**src/rtl/hazard_stall_unit_if.sv**
```systemverilog
// ============================================================================
//  Module      : hazard_stall_unit_if
//  Description : Decode/Execute/Writeback hazard signals exchanged between the
//                pipeline datapath (master) and the hazard stall unit (slave).
//  Revision    : 1.0 - initial release
// ============================================================================
`default_nettype none

interface hazard_stall_unit_if;
    logic [4:0] Rs1D;
    logic [4:0] Rs2D;
    logic       MdD;
    logic [4:0] RdE;
    logic       ResultSrcE0;
    logic       PCSrcE;
    logic       MdIssueE;
    logic [4:0] RdMdE;
    logic       MdDoneW;
    logic [4:0] RdMdW;
    logic       StallF;
    logic       StallD;
    logic       FlushD;
    logic       FlushE;
    logic       MdBusy;
    logic       MdErr;

    // Pipeline side: drives the pipeline status, consumes stall/flush controls
    modport master (
        output Rs1D, Rs2D, MdD, RdE, ResultSrcE0, PCSrcE,
               MdIssueE, RdMdE, MdDoneW, RdMdW,
        input  StallF, StallD, FlushD, FlushE, MdBusy, MdErr
    );

    // Hazard unit side
    modport slave (
        input  Rs1D, Rs2D, MdD, RdE, ResultSrcE0, PCSrcE,
               MdIssueE, RdMdE, MdDoneW, RdMdW,
        output StallF, StallD, FlushD, FlushE, MdBusy, MdErr
    );
endinterface

`default_nettype wire

```
**src/rtl/hazard_stall_unit.sv**
```systemverilog
// ============================================================================
//  Module      : hazard_stall_unit
//  Description : Stall/flush control for the 5-stage RISC-V pipeline. Covers
//                load-use hazards, taken branches and results still pending
//                in the multi-cycle MUL/DIV unit (per-register scoreboard plus
//                an outstanding-operation counter).
//  Revision    : 1.0 - initial release
// ============================================================================
`default_nettype none

module hazard_stall_unit #(
    parameter int MD_MAX_OUT = 2,
    parameter int CNT_W      = 3
) (
    input  wire logic          clk,
    input  wire logic          rst,
    hazard_stall_unit_if.slave bus
);

    localparam logic [CNT_W-1:0] c_MD_MAX   = CNT_W'(MD_MAX_OUT);
    localparam logic [CNT_W:0]   c_MD_MAX_X = (CNT_W+1)'(MD_MAX_OUT);

    logic [31:0]      r_pending;
    logic [CNT_W-1:0] r_count;
    logic             r_err;

    logic [31:0]      w_pending_nxt;
    logic             w_iss;
    logic             w_done;
    logic             w_lw_stall;
    logic             w_sb1;
    logic             w_sb2;
    logic [CNT_W:0]   w_md_lhs;
    logic [CNT_W:0]   w_md_rhs;
    logic             w_md_full;
    logic             w_stall;

    assign w_iss  = bus.MdIssueE;
    assign w_done = bus.MdDoneW;

    // Next scoreboard: completion clears, issue sets afterwards so a younger issue wins
    always_comb begin
        w_pending_nxt = r_pending;
        if (w_done) begin
            w_pending_nxt[bus.RdMdW] = 1'b0;
        end
        if (w_iss && (bus.RdMdE != 5'd0)) begin
            w_pending_nxt[bus.RdMdE] = 1'b1;
        end
        w_pending_nxt[0] = 1'b0;
    end

    // Hazard detection: load-use, scoreboard (write-first release) and MUL/DIV capacity
    always_comb begin
        w_lw_stall = bus.ResultSrcE0 && (bus.RdE != 5'd0) &&
                     ((bus.RdE == bus.Rs1D) || (bus.RdE == bus.Rs2D));

        w_sb1 = (bus.Rs1D != 5'd0) &&
                ((r_pending[bus.Rs1D] && !(w_done && (bus.RdMdW == bus.Rs1D))) ||
                 (w_iss && (bus.RdMdE == bus.Rs1D)));
        w_sb2 = (bus.Rs2D != 5'd0) &&
                ((r_pending[bus.Rs2D] && !(w_done && (bus.RdMdW == bus.Rs2D))) ||
                 (w_iss && (bus.RdMdE == bus.Rs2D)));

        // Count + issue - done >= MAX, rearranged to stay unsigned
        w_md_lhs  = {1'b0, r_count} + {{CNT_W{1'b0}}, w_iss};
        w_md_rhs  = c_MD_MAX_X + {{CNT_W{1'b0}}, w_done};
        w_md_full = bus.MdD && (w_md_lhs >= w_md_rhs);

        w_stall = w_lw_stall || w_sb1 || w_sb2 || w_md_full;
    end

    // Scoreboard, outstanding counter and sticky protocol-error flag
    always_ff @(posedge clk or posedge rst) begin
        if (rst) begin
            r_pending <= 32'd0;
            r_count   <= '0;
            r_err     <= 1'b0;
        end else begin
            r_pending <= w_pending_nxt;
            case ({w_iss, w_done})
                2'b10: begin
                    if (r_count == c_MD_MAX) begin
                        r_err <= 1'b1;
                    end else begin
                        r_count <= r_count + CNT_W'(1);
                    end
                end
                2'b01: begin
                    if (r_count == '0) begin
                        r_err <= 1'b1;
                    end else begin
                        r_count <= r_count - CNT_W'(1);
                    end
                end
                default: r_count <= r_count;
            endcase
        end
    end

    // A taken branch squashes Decode, so it overrides any stall of F/D
    assign bus.StallF = !rst && w_stall && !bus.PCSrcE;
    assign bus.StallD = !rst && w_stall && !bus.PCSrcE;
    assign bus.FlushD = !rst && bus.PCSrcE;
    assign bus.FlushE = !rst && (w_stall || bus.PCSrcE);
    assign bus.MdBusy = !rst && (r_count != '0);
    assign bus.MdErr  = !rst && r_err;

endmodule

`default_nettype wire

```
**src/flat_wrapper.sv**
```systemverilog
// flat-port wrapper written by rule: the top's interface ports become plain ports
module hazard_stall_unit_flat 
#(
    parameter int MD_MAX_OUT = 2,
    parameter int CNT_W      = 3
)
  (clk, rst, bus_Rs1D, bus_Rs2D, bus_MdD, bus_RdE, bus_ResultSrcE0, bus_PCSrcE, bus_MdIssueE, bus_RdMdE, bus_MdDoneW, bus_RdMdW, bus_StallF, bus_StallD, bus_FlushD, bus_FlushE, bus_MdBusy, bus_MdErr);
  hazard_stall_unit_if bus_i ();
  input  wire logic clk;
  input  wire logic rst;
  input wire logic [$bits(bus_i.Rs1D)-1:0] bus_Rs1D;
  input wire logic [$bits(bus_i.Rs2D)-1:0] bus_Rs2D;
  input wire logic [$bits(bus_i.MdD)-1:0] bus_MdD;
  input wire logic [$bits(bus_i.RdE)-1:0] bus_RdE;
  input wire logic [$bits(bus_i.ResultSrcE0)-1:0] bus_ResultSrcE0;
  input wire logic [$bits(bus_i.PCSrcE)-1:0] bus_PCSrcE;
  input wire logic [$bits(bus_i.MdIssueE)-1:0] bus_MdIssueE;
  input wire logic [$bits(bus_i.RdMdE)-1:0] bus_RdMdE;
  input wire logic [$bits(bus_i.MdDoneW)-1:0] bus_MdDoneW;
  input wire logic [$bits(bus_i.RdMdW)-1:0] bus_RdMdW;
  output wire logic [$bits(bus_i.StallF)-1:0] bus_StallF;
  output wire logic [$bits(bus_i.StallD)-1:0] bus_StallD;
  output wire logic [$bits(bus_i.FlushD)-1:0] bus_FlushD;
  output wire logic [$bits(bus_i.FlushE)-1:0] bus_FlushE;
  output wire logic [$bits(bus_i.MdBusy)-1:0] bus_MdBusy;
  output wire logic [$bits(bus_i.MdErr)-1:0] bus_MdErr;
  assign bus_i.Rs1D = bus_Rs1D;
  assign bus_i.Rs2D = bus_Rs2D;
  assign bus_i.MdD = bus_MdD;
  assign bus_i.RdE = bus_RdE;
  assign bus_i.ResultSrcE0 = bus_ResultSrcE0;
  assign bus_i.PCSrcE = bus_PCSrcE;
  assign bus_i.MdIssueE = bus_MdIssueE;
  assign bus_i.RdMdE = bus_RdMdE;
  assign bus_i.MdDoneW = bus_MdDoneW;
  assign bus_i.RdMdW = bus_RdMdW;
  assign bus_StallF = bus_i.StallF;
  assign bus_StallD = bus_i.StallD;
  assign bus_FlushD = bus_i.FlushD;
  assign bus_FlushE = bus_i.FlushE;
  assign bus_MdBusy = bus_i.MdBusy;
  assign bus_MdErr = bus_i.MdErr;
  hazard_stall_unit #(.MD_MAX_OUT(MD_MAX_OUT), .CNT_W(CNT_W)) u_core (.clk(clk), .rst(rst), .bus(bus_i));
endmodule
```
**config.mk**
```make
export PLATFORM = sky130hd
export DESIGN_NAME = hazard_stall_unit_flat
export DESIGN_NICKNAME = d
export VERILOG_FILES = /design/src/rtl/hazard_stall_unit_if.sv /design/src/rtl/hazard_stall_unit.sv /design/src/flat_wrapper.sv
export SDC_FILE = /design/constraint.sdc
export NUM_CORES = 1
export LEC_CHECK = 0
export ABC_AREA = 1
export CAP_MARGIN = 20
export CELL_PAD_IN_SITES_DETAIL_PLACEMENT = 1
export CELL_PAD_IN_SITES_GLOBAL_PLACEMENT = 1
export CORE_UTILIZATION = 26
export DETAILED_ROUTE_END_ITERATION = 10
export PLACE_DENSITY = 0.64
export SLEW_MARGIN = 20
export SYNTH_ARGS = -nofsm -noshare
export SYNTH_HDL_FRONTEND = slang
export SYNTH_SLANG_ARGS = --single-unit
```
**constraint.sdc**
```tcl
create_clock -name clk -period 2 [get_ports clk]
set_clock_uncertainty 0.15 [all_clocks]
set_input_delay 0.4 -clock clk [delete_from_list [all_inputs] [get_ports clk]]
set_output_delay 0.4 -clock clk [all_outputs]
set_load 0.005 [all_outputs]
```
==> results.md <==
Placement:
- Summed over all nets, the half-perimeter wirelength after detailed placement is 8860 um.
- Summing all placed instances gives a cell area of 3740 sq um.
- In this run the tool buffered the top-level ports with 37 buffer cells.
- At the end of routability-driven placement, the weighted congestion stood at 0.872.

Power and ir drop:
- Power spread over the standard cell area amounts to 721 nW/um^2.
- The net switching fraction of the power is 38.6%.
- The switching power is 1.09 mW.
- The static leakage power is 1.87 nW.
- Combinational logic is responsible for 43.3% of the overall power.
- The fraction of power consumed by the clock network is 19.8%.
- Of the total power, registers draw 36.9%.
- VDD sags by at most 0.245 mV.
- The cell-internal power is 1.73 mW.

Global routing:
- The met1 capacity usage during global routing is 29.3%.
- The total congestion overflow is 0.
- The number of antenna violations at the first check in global routing is 0.
- The wire length of the first global-routing pass is 18500 um.
- The met2 track demand over resource in global routing is 35.8%.
- For this run, the total global-route usage over all layers was measured as 21.4%.
- met2 is the most crowded layer.
- For this run, global-route usage on met3 was measured as 1.24%.
- Entering global routing, the biggest net connects 36 pins.
- The via count of the first global-routing pass is 3471.

Logic synthesis:
- Sorting the synthesized cells by area gives the leading types as sky130_fd_sc_hd__dfrtp_1 32%, sky130_fd_sc_hd__nand3_1 16%, sky130_fd_sc_hd__o21ai_0 12%.
- The mean instance size in the synthesized netlist is 6.58 sq um.
- The register bit total from synthesis is 35.
- The number of enable-type register cells in the synthesized netlist is 0.
- The async set or reset register ratio after synthesis is 100%.
- Sequential cells were found to cover 31.5% of the synthesized design area.
- The commonest cells after synthesis are 89 x sky130_fd_sc_hd__nand3_1, 87 x sky130_fd_sc_hd__nand2_1, 68 x sky130_fd_sc_hd__o21ai_0, 51 x sky130_fd_sc_hd__inv_1, 35 x sky130_fd_sc_hd__dfrtp_1.
- The cell type with the highest aggregate area in the netlist is sky130_fd_sc_hd__dfrtp_1.
- In the synthesized netlist the dominant register cell turns out to be sky130_fd_sc_hd__dfrtp_1.
- The area share of the largest cell type after synthesis is 31.5%.
- For this run, the number of Yosys warnings is 0.
- The synthesized cell area is 2780 sq um.
- The most common cell in the synthesized netlist is sky130_fd_sc_hd__nand3_1.
- Synthesis instantiated 27 different standard cells from the library.
- The post-synth net total is 460.
- The number of standard cells after synthesis is 422.

Clocking:
- The clock buffer count from CTS is 5.
- The clock tree root driver cell is sky130_fd_sc_hd__clkbuf_8.
- The later-pin clock latency in the skew report is 280 ps.
- The longest clock path from root to sink contains 2 buffers.
- The sink count of the clock tree is 35.
- The H-tree generated during clock tree synthesis spans 2 levels.
- TritonCTS built the clock tree.
- The clock slew at the register clock pins of the worst setup and hold paths is 70 ps.
- The count of hold buffers inserted by post-cts repair is 0.

Setup path:
- The largest individual stage delay along the critical path comes from the cell sky130_fd_sc_hd__dfrtp_1.
- Along the worst path, the maximum fanout reaches 2.
- The type of element capturing the critical path is a primary output.
- The internal reg-to-reg setup slack is 260 ps.
- The critical register-to-register path startpoint is u_core.r_count[0]$_DFFE_PP0P_.
- STA puts the critical path data arrival time at 2040 ps.
- The startpoint of the worst setup timing path is u_core.r_count[0]$_DFFE_PP0P_.
- In this design, the stage delay of the slowest critical-path cell is 420 ps.
- The capturing point of the worst reg2reg path is u_core.r_count[2]$_DFFE_PP0P_.
- The startpoint-to-endpoint class of the critical path is flop to primary output.
- The launching element type of the critical path is a flop.
- Walking the worst path, the cells encountered are ha_4 -> inv_4 -> ha_4 -> inv_2 -> nand2_2 -> nand2_2 -> a31oi_2 -> a31oi_1 -> nand3_1 -> nand2_1 -> nor2_2 -> buf_2.
- The data required time at the worst endpoint is 1450 ps.
- The worst reg2reg path depth is 6.

Drt:
- In this run, the number of DRC markers left after iteration 0 of detailed routing was 132.
- The number of search-and-repair iterations in the first detailed-routing pass is 5.
- The post-detailed-route via-to-cell ratio is 5.20.
- The routed via count is 3390.
- The routed length per placed instance is 17.5 um.
- Once detail routing completed, the nets flagged for antenna violations numbered 0.
- The detailed-route DRC error count is 0.
- The routed design has 11400 um of wire.

Floorplanning:
- The die covers 11100 sq um.
- The total I/O pin count is 38.
- The starting density of the core is 26.9%.
- Row generation in the floorplan step produced 37 rows.
- The core region is 10300 sq um.
- The floorplan step set the die width to 105 um.
- The height of the chip is 105 um.

STA:
- Measured against its own limit, the worst slew margin works out to 69.8%.
- Setup violations remaining at the end of the flow were counted as 3.
- After layout, the worst path uses 129% of the clock period.
- The hold violation total from the final report is 0.
- Setup repair after global routing could not meet its margin everywhere.
- Timing would allow up to 386 MHz.
- The final period demand of the worst path is 2590 ps.
- The max-slew violation count is 0.
- The worst-margin pin slew is 452 ps.
- After layout, the worst setup slack is -590 ps.

Hold path:
- The worst hold path cell count is 2.
- The worst hold path begins at u_core.r_err$_DFFE_PP0P_.
- The endpoint of the worst hold path is u_core.r_err$_DFFE_PP0P_.
- The type of the worst min-delay path is flop to flop.

Cells and area:
- The end-of-flow core utilization is 38.0%.
- The area growth from synthesis to final layout is 41.1%.
- The share of cells above drive strength 1 is 19.0%.
- With fillers left out, the area of the finished cells amounts to 3920 sq um.
- In the final design database the tool counted 553 nets.
- The count of antenna diodes in the layout is 0.

Job:
- The reported max-cap violation count is 0.

Run status:
- The checks that failed: setup timing.
- The run finished, with violations left.
## state kept, by name, indices dropped and copies added (netlist names)
signal / flops
u_core.r_count: 3
u_core.r_err: 1
u_core.r_pending: 31
## critical path: cells and delay by family (launching register included)
kind / cells / cell delay (ps)
buffers and inverters: 3 / 190
AOI/OAI and AO/OA: 2 / 230
adders and majority gates: 2 / 540
and+or+nand+nor: 5 / 380
DFF: 1 / 420
## layout make-up
class / count / area [sq um]
Fill cell: 1341 / 6400
Multi-Input combinational cell: 309 / 1610
Timing Repair Buffer: 105 / 932
Sequential cell: 35 / 876
Inverter: 59 / 226
Tap cell: 136 / 170
Clock buffer: 8 / 100
## layout by cell type (no fill, tap or decap), types with 6 or more instances in the layout
master / Yosys / final
sky130_fd_sc_hd__nand3_1: 89 / 89
sky130_fd_sc_hd__nand2_1: 87 / 85
sky130_fd_sc_hd__o21ai_0: 68 / 68
sky130_fd_sc_hd__buf_4: 5 / 56
sky130_fd_sc_hd__inv_1: 51 / 46
sky130_fd_sc_hd__dfrtp_1: 35 / 35
sky130_fd_sc_hd__clkdlybuf4s50_1: 0 / 18
sky130_fd_sc_hd__dlygate4sd2_1: 0 / 15
sky130_fd_sc_hd__nor2_1: 13 / 13
sky130_fd_sc_hd__o22ai_1: 12 / 12
sky130_fd_sc_hd__inv_2: 7 / 10
sky130_fd_sc_hd__xnor2_1: 7 / 7
sky130_fd_sc_hd__clkbuf_8: 0 / 7
sky130_fd_sc_hd__a21oi_1: 6 / 6
sky130_fd_sc_hd__xor2_1: 6 / 6
sky130_fd_sc_hd__buf_6: 2 / 6
## logic make-up (layout without fill, tap and decap cells)
logic type / after synthesis / count (layout) / share of synthesized area [%]
adder cells (fa/ha/maj): 6 / 6 / 2.97
XOR/XNOR: 13 / 13 / 4.10
AND/OR/NAND/NOR: 198 / 198 / 31.4
flip-flops: 35 / 35 / 31.5
AO/OA/AOI/OAI: 92 / 92 / 17.7
buffers and inverters: 78 / 172 / 12.3
## power groups by stage
stage / clock network [mW] / registers [mW] / logic (mW)
after floorplan: 0 / 0.993 / 0.656
after global placement: 0 / 1.03 / 1.09
after detailed placement: 0 / 1.05 / 1.13
after CTS: 0.569 / 1.04 / 1.18
after global routing: 0.603 / 1.06 / 1.37
final: 0.560 / 1.04 / 1.22
## what timing repair did
item | CTS | global route
endpoints found under the setup margin | 8 | 4
buffers inserted | 4 | 0
resized for setup | 41 | 6
cloned | 2 | 0
pin swaps | 6 | 9
## per-stage QoR
stage | setup slack [ps] | power [mW] | TNS (ps) | hold WS (ps) | std cells
global route | -673 | 3.03 | -2000 | 367 | 652
finish | -590 | 2.82 | -1750 | 320 | 652
floorplan | -202 | 1.65 | -329 | 277 | 422
global placement | -1110 | 2.12 | -4610 | 304 | 638
detailed placement | -1190 | 2.18 | -4930 | 310 | 638
CTS | -612 | 2.79 | -1780 | 327 | 652
## metal layers
| metal | share of wire, % | wire [um] |
|---|---|---|
| met2 | 47 | 5320 |
| met4 | 2.3 | 261 |
| met5 | 0 | 0 |
| met1 | 48 | 5450 |
| met3 | 3.6 | 408 |
## worst max-delay path by stage
stage                             to  slack [ps]  cells after the start
after floorplan           bus_StallF        -200                     12
after global placement    bus_StallD       -1110                     14
after detailed placement  bus_StallD       -1190                     14
after CTS                 bus_StallD        -610                     12
after global routing      bus_StallD        -670                     12
final                     bus_StallD        -590                     12
(Power assumes the default switching activity.)
==> RTL change: new RTL, same flow settings <==
`CNT_W` is set to 3 in 2 places; all go to 6.
--- a/src/rtl/hazard_stall_unit.sv
+++ b/src/rtl/hazard_stall_unit.sv
@@ -10,7 +10,7 @@
 
 module hazard_stall_unit #(
     parameter int MD_MAX_OUT = 2,
-    parameter int CNT_W      = 3
+    parameter int CNT_W      = 6
 ) (
     input  wire logic          clk,
     input  wire logic          rst,
--- a/src/flat_wrapper.sv
+++ b/src/flat_wrapper.sv
@@ -2,7 +2,7 @@
 module hazard_stall_unit_flat 
 #(
     parameter int MD_MAX_OUT = 2,
-    parameter int CNT_W      = 3
+    parameter int CNT_W      = 6
 )
   (clk, rst, bus_Rs1D, bus_Rs2D, bus_MdD, bus_RdE, bus_ResultSrcE0, bus_PCSrcE, bus_MdIssueE, bus_RdMdE, bus_MdDoneW, bus_RdMdW, bus_StallF, bus_StallD, bus_FlushD, bus_FlushE, bus_MdBusy, bus_MdErr);
   hazard_stall_unit_if bus_i ();
Formal check against the unedited RTL: no difference found for any inputs over 4 cycles, from zero or initial values and one cycle with rst high; that may be too few to reach the edited logic, so the function may still have changed.
==> RTL change against the original RTL <==
The flow still finishes with violations (setup timing); power rose by 45%; area after synthesis rose by 11%; first-iteration DRC count rose by 99%; hold slack improved by 0.016 ns; setup slack improved by 0.022 ns; critical path depth fell by 2; routed wire length rose by 24%; final area rose by 19%; sequential share of layout area fell by 2.0 points; sequential cell count rose by 3; sequential power rose by 11%; critical path type is now input port to output pin.
==> RTL change: results (changes against the original RTL) <==
outcome finished with violations; failing checks setup timing; Synth Area in Adders 4.32% (+1.3 points); post-synthesis xor/xnor area fraction 3.42% (-0.68 points); routed metal-1 wire length 6450 um (+18%); post-synthesis cell type count 30 (+11%); Seq area share 20.3% (-2.0 points); Critical Path Sink bus_StallF; met3 GRT Util 2.73% (+1.5 points); Syn Inst Count 456 (+8.1%); area of the multi-input gates 1900 sq um (+18%); number of global-route vias before repair 4034 (+16%); dpl hpwl 9720 um (+9.7%); crit path setup slack, layout -0.567 ns (+0.0225 ns); critical-path maximum fanout 4 (+2); Nets 631 (+14%); # clock sinks 38 (+8.6%); biggest regs u_core.r_pending x31, u_core.r_count x6, u_core.r_err x1; WL final 14100 um (+24%); final-report setup violation count 6 (+3); first-pass GRT wire length 21800 um (+18%); Initial DRC Count 263 (+99%); top post-synthesis cells by count 92 x nand2_1, 88 x nand3_1, 73 x o21ai_0, 58 x inv_1, 38 x dfrtp_1; Worst Path Arrival 2.02 ns (-0.02 ns); largest net degree at the start of global routing 39 (+8.3%); gp weighted congestion 0.873 (about the same); Critical R2R Launch u_core.r_count[2]; clk slew on worst S/H paths 0.05 ns (-0.02 ns); cell family with most CP delay buffers and inverters; Place WS -1.12 ns (+0.0663 ns); crit path max-delay cell type clkdlybuf4s50_1; Met3 Routed Length 699 um (+71%); placed cell count 698 (+9.4%); slew at the pin closest to its max-slew limit 0.512 ns (+0.0598 ns); final-layout clock-cell area share 3.61% (+1.1 points); buffer share of cell area 26.4% (+2.6 points)
-- RTL change: timing repair --
action                     in CTS  in global routing
setup endpoints to repair      12                  8
pin swaps                      15                 21
buffers inserted               15                  9
gates resized for setup        60                 36
cloned                          1                  2
-- RTL change: stage by stage --
step	instance area, sq um	power [W]
detailed placement	4130	0.00270
global placement	4130	0.00263
global route	4680	0.00433
CTS	4490	0.00377
finish	4680	0.00409
floorplan	3080	0.00194
-- RTL change: report_power, final --
group / switching, W / total (W) / internal (W)
Sequential: 0.000168 / 0.00115 / 0.000979
Combinational: 0.00106 / 0.00201 / 0.000953
Clock: 0.000322 / 0.000938 / 0.000616
-- RTL change: tightest hold or removal path: cells and delay by family (launching register included) --
| family | cells | cell delay (ns) |
|---|---|---|
| buffers and inverters | 1 | 0.05 |
| DFF | 1 | 0.32 |
| AOI/OAI and AO/OA | 1 | 0.07 |
